$ cat src/rtl/sync_fifo.sv
// sync_fifo: single-clock FIFO with full/empty, programmable almost-full and
// almost-empty flags, an occupancy count, and optional sticky error flags.
// Build option: define SYNC_FIFO_ERR_EN to build the sticky overflow/underflow
// flags; otherwise both outputs are tied low and no error logic exists.
module sync_fifo #(
  parameter  int DATA_W   = 8,
  parameter  int DEPTH    = 16,
  parameter  int AF_LEVEL = DEPTH - 2,
  parameter  int AE_LEVEL = 2,
  localparam int ADDR_W   = $clog2(DEPTH)
) (
  input  logic              clk,
  input  logic              rst_n,
  input  logic              wr_en,
  input  logic [DATA_W-1:0] wr_data,
  input  logic              rd_en,
  output logic [DATA_W-1:0] rd_data,
  output logic              full,
  output logic              empty,
  output logic              almost_full,
  output logic              almost_empty,
  output logic [ADDR_W:0]   count,
  output logic              overflow,
  output logic              underflow
);

  localparam int PTR_W = ADDR_W + 1;
  localparam logic [PTR_W-1:0] AF_LVL = PTR_W'(AF_LEVEL);
  localparam logic [PTR_W-1:0] AE_LVL = PTR_W'(AE_LEVEL);

  logic [DATA_W-1:0] mem_q [DEPTH];

  logic [PTR_W-1:0]  wr_ptr_q, wr_ptr_d;
  logic [PTR_W-1:0]  rd_ptr_q, rd_ptr_d;
  logic [PTR_W-1:0]  count_q,  count_d;
  logic [DATA_W-1:0] rd_data_q, rd_data_d;

  logic [ADDR_W-1:0] wr_addr;
  logic [ADDR_W-1:0] rd_addr;
  logic              full_s;
  logic              empty_s;
  logic              wr_acc;
  logic              rd_acc;

  assign wr_addr = wr_ptr_q[ADDR_W-1:0];
  assign rd_addr = rd_ptr_q[ADDR_W-1:0];

  // Flags come straight from the registered pointers; the wrap bit tells a
  // full FIFO apart from an empty one when the low address bits coincide.
  assign empty_s = (wr_ptr_q == rd_ptr_q);
  assign full_s  = (wr_addr == rd_addr) && (wr_ptr_q[ADDR_W] != rd_ptr_q[ADDR_W]);

  assign wr_acc = wr_en && !full_s;
  assign rd_acc = rd_en && !empty_s;

  // Next-state for pointers, occupancy and read data.
  always_comb begin
    wr_ptr_d  = wr_ptr_q;
    rd_ptr_d  = rd_ptr_q;
    count_d   = count_q;
    rd_data_d = rd_data_q;

    if (wr_acc) begin
      wr_ptr_d = wr_ptr_q + PTR_W'(1);
    end

    if (rd_acc) begin
      rd_ptr_d  = rd_ptr_q + PTR_W'(1);
      rd_data_d = mem_q[rd_addr];
    end

    unique case ({wr_acc, rd_acc})
      2'b10:   count_d = count_q + PTR_W'(1);
      2'b01:   count_d = count_q - PTR_W'(1);
      default: count_d = count_q;
    endcase
  end

  // Control state register; cleared asynchronously so stored words are
  // logically discarded the moment reset is applied.
  always_ff @(posedge clk or negedge rst_n) begin
    if (!rst_n) begin
      wr_ptr_q  <= '0;
      rd_ptr_q  <= '0;
      count_q   <= '0;
      rd_data_q <= '0;
    end else begin
      wr_ptr_q  <= wr_ptr_d;
      rd_ptr_q  <= rd_ptr_d;
      count_q   <= count_d;
      rd_data_q <= rd_data_d;
    end
  end

  // Storage array: written only on an accepted write, never reset.
  always_ff @(posedge clk) begin
    if (wr_acc) begin
      mem_q[wr_addr] <= wr_data;
    end
  end

`ifdef SYNC_FIFO_ERR_EN
  logic overflow_q, overflow_d;
  logic underflow_q, underflow_d;

  // Sticky error flags: set on any request that the FIFO had to refuse.
  always_comb begin
    overflow_d  = overflow_q  | (wr_en && full_s);
    underflow_d = underflow_q | (rd_en && empty_s);
  end

  // Error flag register; only reset clears it.
  always_ff @(posedge clk or negedge rst_n) begin
    if (!rst_n) begin
      overflow_q  <= 1'b0;
      underflow_q <= 1'b0;
    end else begin
      overflow_q  <= overflow_d;
      underflow_q <= underflow_d;
    end
  end

  assign overflow  = overflow_q;
  assign underflow = underflow_q;
`else
  assign overflow  = 1'b0;
  assign underflow = 1'b0;
`endif

  assign rd_data      = rd_data_q;
  assign count        = count_q;
  assign full         = full_s;
  assign empty        = empty_s;
  assign almost_full  = (count_q >= AF_LVL);
  assign almost_empty = (count_q <= AE_LVL);

endmodule

$ cat config.mk
export PLATFORM = sky130hd
export DESIGN_NAME = sync_fifo
export DESIGN_NICKNAME = d
export VERILOG_FILES = /design/src/rtl/sync_fifo.sv
export SDC_FILE = /design/constraint.sdc
export NUM_CORES = 1
export LEC_CHECK = 0
export CAP_MARGIN = 20
export CELL_PAD_IN_SITES_DETAIL_PLACEMENT = 1
export CELL_PAD_IN_SITES_GLOBAL_PLACEMENT = 1
export CORE_MARGIN = 2
export CORE_UTILIZATION = 45
export CTS_CLUSTER_SIZE = 28
export DETAILED_ROUTE_END_ITERATION = 12
export PLACE_DENSITY = 0.68
export SETUP_SLACK_MARGIN = 0.15
export SYNTH_ARGS = -nofsm -noshare
export SYNTH_HDL_FRONTEND = slang
export SYNTH_SLANG_ARGS = --single-unit
$ cat constraint.sdc
create_clock -name clk -period 4.3 [get_ports clk]
set_input_delay 0.645 -clock clk [delete_from_list [all_inputs] [get_ports clk]]
set_output_delay 0.645 -clock clk [all_outputs]
set_load 0.01 [all_outputs]
Word-level counts from Yosys, hierarchy flattened
Memories as Yosys holds them, arrays and structs flattened. A register that Yosys moved wholly into a read port is not among the register bits.
Cells that the tools add are included.
{"block": "classes", "n_addsub": 4, "order_cmp": 2, "n_eq_ne": 5, "mux": 3, "n_reduce_logical": 7}
{"cell": "$add 5x1->5 const B", "n": 3}
{"cell": "$pmux 5 s2", "n": 1}
{"cell": "$eq 5x5->1", "n": 1}
{"cell": "$ge 5x4->1 const B", "n": 1}
{"cell": "$le 5x2->1 const B", "n": 1}
{"cell": "$sub 5x1->5 const B", "n": 1}
{"cell": "$eq 4x4->1", "n": 1}
{"cell": "$logic_and 1x1->1", "n": 3}
{"cell": "$logic_not 1->1", "n": 3}
{"cell": "$eq 2x1->1 const B", "n": 1}
{"cell": "$eq 2x2->1 const B", "n": 1}
{"cell": "$mux 1", "n": 2}
{"cell": "$reduce_bool 2->1", "n": 1}
{"cell": "$ne 1x1->1", "n": 1}
{"block": "word_totals", "ff_bits": 15, "mem_bits_rw": 128, "in_bits": 12, "output_inout_bits": 19, "elab_cells": 25, "memories": 1}
{"memory": "mem_q", "depth": 16, "width": 8, "read_ports": 1, "rd_clocked_by_memory_dff": 1, "wr": 1, "line_no": "31", "text": "logic [DATA_W-1:0] mem_q [DEPTH];"}

Logic depth before layout (Yosys ltp)
{"block": "logic_depth", "ltp_word": 6, "mapped_depth": 13, "depth_no_buf": 11}

Worst setup path before layout
No wires, ideal clock.
{"block": "synth_timing", "path_type": "flip-flop to flip-flop", "start": "reg rd_ptr_q[1]", "end": "reg count_q[4], in the netlist count[4]", "setup_time_ns": 0.127, "arrival_time_ns": 2.584, "t_required_ns": 4.173, "slack_ns": 1.589, "path_stages_with_launch": 13, "path_buffers": 2, "period_less_slack_ns": 2.711, "cell_sequence": "dfrtp_1 > buf_4 > xnor2_1 > nand4_1 > o21a_1 > buf_2 > ha_1 > fa_1 > a21o_1 > a21oi_1 > xor2_1 > nor2_1 > xor2_1"}
{"block": "synth_between", "word_cells_on_any_way": 11, "cone_classes": "eq/ne: 4; mux: 1; reduce/logical: 6"}
{"element": "start, declared", "line_no": "34", "text": "logic [PTR_W-1:0] rd_ptr_q, rd_ptr_d;"}
{"element": "start signal, assigned", "line_no": "89", "text": "rd_ptr_q <= rd_ptr_d;"}
{"element": "$eq 5x5->1 *", "line_no": "50", "text": "assign empty_s = (wr_ptr_q == rd_ptr_q);"}
{"element": "$logic_not 1->1 *", "line_no": "54", "text": "assign rd_acc = rd_en && !empty_s;"}
{"element": "$logic_and 1x1->1 *", "line_no": "54"}
{"element": "net rd_acc", "line_no": "43", "text": "logic rd_acc;"}
{"element": "$eq 2x1->1 or $eq 2x2->1 (tied branches)", "line_no": "72", "text": "unique case ({wr_acc, rd_acc})"}
{"element": "$pmux 5 s2 or $reduce_bool 2->1 (tied branches)"}
{"element": "end signal, assigned", "line_no": "90", "text": "count_q <= count_d;"}
{"element": "end, declared", "line_no": "35", "text": "logic [PTR_W-1:0] count_q, count_d;"}
The timed path passes the listed nets; every way through them passes the cells marked *.
A chain may end at the register's enable or synchronous reset.

Final worst setup path
{"block": "layout_timing", "start": "reg rd_ptr_q[3]", "end": "reg count_q[4], in the netlist count[4]"}
{"block": "layout_between", "elab_chain_cells": 6, "word_cells_on_any_way": 11, "cone_classes": "eq/ne: 4; mux: 1; reduce/logical: 6"}
{"element": "$eq 4x4->1", "line_no": "51", "text": "assign full_s = (wr_addr == rd_addr) && (wr_ptr_q[ADDR_W] != rd_ptr_q[ADDR_W]);"}
{"element": "$logic_and 1x1->1", "line_no": "51"}
{"element": "$logic_not 1->1", "line_no": "53", "text": "assign wr_acc = wr_en && !full_s;"}
{"element": "$logic_and 1x1->1", "line_no": "53"}
{"element": "$eq 2x1->1 or $eq 2x2->1 (tied branches)", "line_no": "72"}
{"element": "$pmux 5 s2 or $reduce_bool 2->1 (tied branches)"}
Parallel ways exist; a longest one is shown, timed or not.

==> qor.yml <==
layout:
  fin_area_mm2: 0.00730
  fillers: 1228
  syn_to_final_growth_pct: 17.6
  post-route-util_pct: 54.7
  diodes: 0
  drive_above_1_share_pct: 19.5
  layout.nets: 414
logic_synthesis:
  yosysTopAreaCell: "edfxtp_1"
  ys_seq_area_share_pct: 71.2
  synthAdderAreaFrac_pct: 2.14
  synth_seq_cells: 151
  netlist_area_mm2: 0.00621
  synth.distinct_cells: 34
  synth_edf_count: 128
  synth_area_leaders: "edfxtp_1 (62%), dfrtp_1 (9.3%), mux4_2 (8.7%)"
  synth_top_family_by_area: "multiplexers"
  synth_async_sr_flop_share_pct: 15.2
  synthCells: 354
  synth_compound_area_share_pct: 4.56
  ys_top_cells_by_count: "edfxtp_1 (128), mux4_2 (24), dfrtp_1 (23), a21oi_1 (18)"
  yosys.area_share.simple_pct: 4.76
  synthXorXnorAreaFrac_pct: 2.68
  yosysWarnings: 0
  yosys.area.top_type_share_pct: 61.9
  synth.area.mux_share_pct: 11.8
  synth_most_common_cell: "edfxtp_1"
  synth_area_per_cell_um2: 17.5
  synth_flop_cell: "edfxtp_1"
timing:
  rsz0062_at_grt: "no"
  fin_ws_ns: 1.19
  slew_headroom_pct: 43.5
  setup_viol: 0
  setup_tns_ns: 0
  fin_worst_skew_ns: 0.00706
  hold_viol: 0
  finalCriticalPeriod_ns: 3.11
  finalCritPeriodShare_pct: 72.4
  slew_violations: 0
  tightest_slew_ns: 0.844
  fmax_mhz: 321
critical_path:
  critical_path_class: "reg -> reg"
  start_kind: "register"
  crit_slowest_cell: "dfrtp_1"
  crit_chain: "xnor2_1 > nand4_1 > o21a_1 > inv_2 > ha_1 > fa_1 > a21o_1 > a21oi_1 > xor2_1 > nor2_1 > xor2_1"
  critical_path.top_delay_family: "flip-flops"
  cp_data_required_time_ns: 4.60
  max_stage_delay_ns: 0.75
  path_buf_inv: 1
  crit_arrival_ns: 3.41
  crit_top_cell: "xor2_1"
  worstPathMaxFanout: 19
  crit_path_end_kind: "register"
detailed_routing:
  drt_iter0_markers: 233
  via_per_inst: 5.55
  antenna_left: 0
  wl_um: 13200
  drc: 0
  dr_total_vias: 3224
  wl_per_cell_um: 22.7
  firstDrtPassIters: 4
clocking:
  clk_pin_slew_ns: 0.06
  cts_hold_buf: 0
  clock_sinks: 151
  post_cts_resized: 0
  clock_path_buffers: 2
  clock_latency_ns: 0.42
  postCtsSetupBuffers: 0
  cts-root-buf: "clkbuf_16"
  numCtsBuffers: 17
  cts.htree.levels: 4
  cts_tree: "yes"
placement:
  dpl.hpwl_um: 8440
  routabilityCongestion: 0.763
  placed_cell_area_mm2: 0.00666
  dpl_worst_slack_ns: 1.19
  io_buffers: 28
global_route:
  use_met1_pct: 27.2
  grt_pass1_vias: 3382
  grt_max_degree: 52
  overflow: 0
  antenna_found_initial: 0
  grt_pass1_wl_um: 20700
  use_met3_pct: 3.95
  grt-busiest-layer: "met2"
  track_usage_pct: 19.9
  grtUsageMet2_pct: 32.0
power_and_ir_drop:
  power_uw: 5160
  cellPowerDensity_mw_per_mm2: 707
  cellLeakagePower_uw: 0.00248
  ir_drop_uv: 310
run:
  maxCapViolCount: 0
min_path:
  hold_path_class: "in -> async"
floorplan:
  die_h_um: 121
  core_mm2: 0.0133
  row_count: 42
  initial_core_util_pct: 46.5
  die-area_mm2: 0.0147
  chipWidth_um: 121
  ios: 31
run_status:
  status: "finished clean"
-- cell type report --
class	instances	area, µm²	area share (%)
clock buffers	20	437	5.98
clock inverters	12	176	2.42
inverters	8	30.0	0.411
multi-input cells	173	1620	22.2
flip-flops and latches	151	4420	60.6
well taps	176	220	3.02
repair buffers	41	398	5.45
-- through the flow --
step	std cells	hold WS (ns)
5_1_grt	581	0.518
3_5_place_dp	548	0.522
4_1_cts	580	0.530
2_1_floorplan	355	0.349
6_report	581	0.508
3_3_place_gp	548	0.504
-- logic make-up after synthesis --
logic type / Yosys count
adders and majority gates: 10
muxes: 42
AOI/OAI and AO/OA: 43
buffers and inverters: 31
xor gates and xnor gates: 19
DFF: 151
and+or+nand+nor: 57
other: 1
-- metal layers --
metal,vias to the layer above,wire (µm)
li1,1461,-
met1,1694,6000
met2,56,6590
met3,13,404
met4,0,188
met5,-,0
-- state kept, by name, indices dropped and copies added, names as in the netlist --
signal and flops:
mem_q 128, rd_data 8, count 5, rd_ptr_q 5
wr_ptr_q 5
-- cells in the final DEF, fill, tap and decap left out, types with 9 or more instances in the layout --
cell | netlist | final
ha_1 | 9 | 9
nor2b_1 | 16 | 16
clkdlybuf4s50_1 | 0 | 28
nor2_1 | 16 | 16
a21oi_1 | 18 | 18
mux2_2 | 10 | 10
mux4_2 | 24 | 24
edfxtp_1 | 128 | 128
dfrtp_1 | 23 | 21
a2111oi_0 | 9 | 9
xnor2_1 | 14 | 14
buf_4 | 8 | 12
clkbuf_16 | 0 | 17
-- worst paths after layout --
kind	from	to	slack (ns)	cells past startpoint
worst max register to register	rd_ptr_q[3]	count[4]	1.19	11
max in group asynchronous	rst_n	rd_ptr_q[1]	3.37	2
worst min-delay path	rst_n	rd_data[3]	0.51	1
min in group clk	count[4]	count[4]	0.53	1
worst min register to register	count[4]	count[4]	0.53	1
worst max-delay path	rd_ptr_q[3]	count[4]	1.19	11
-- power breakdown --
part,internal [µW],switching [µW]
clock,970,573
sequential,1830,183
combinational,754,847
total,3560,1600
Note: power is estimated with default switching activity, not from simulation.
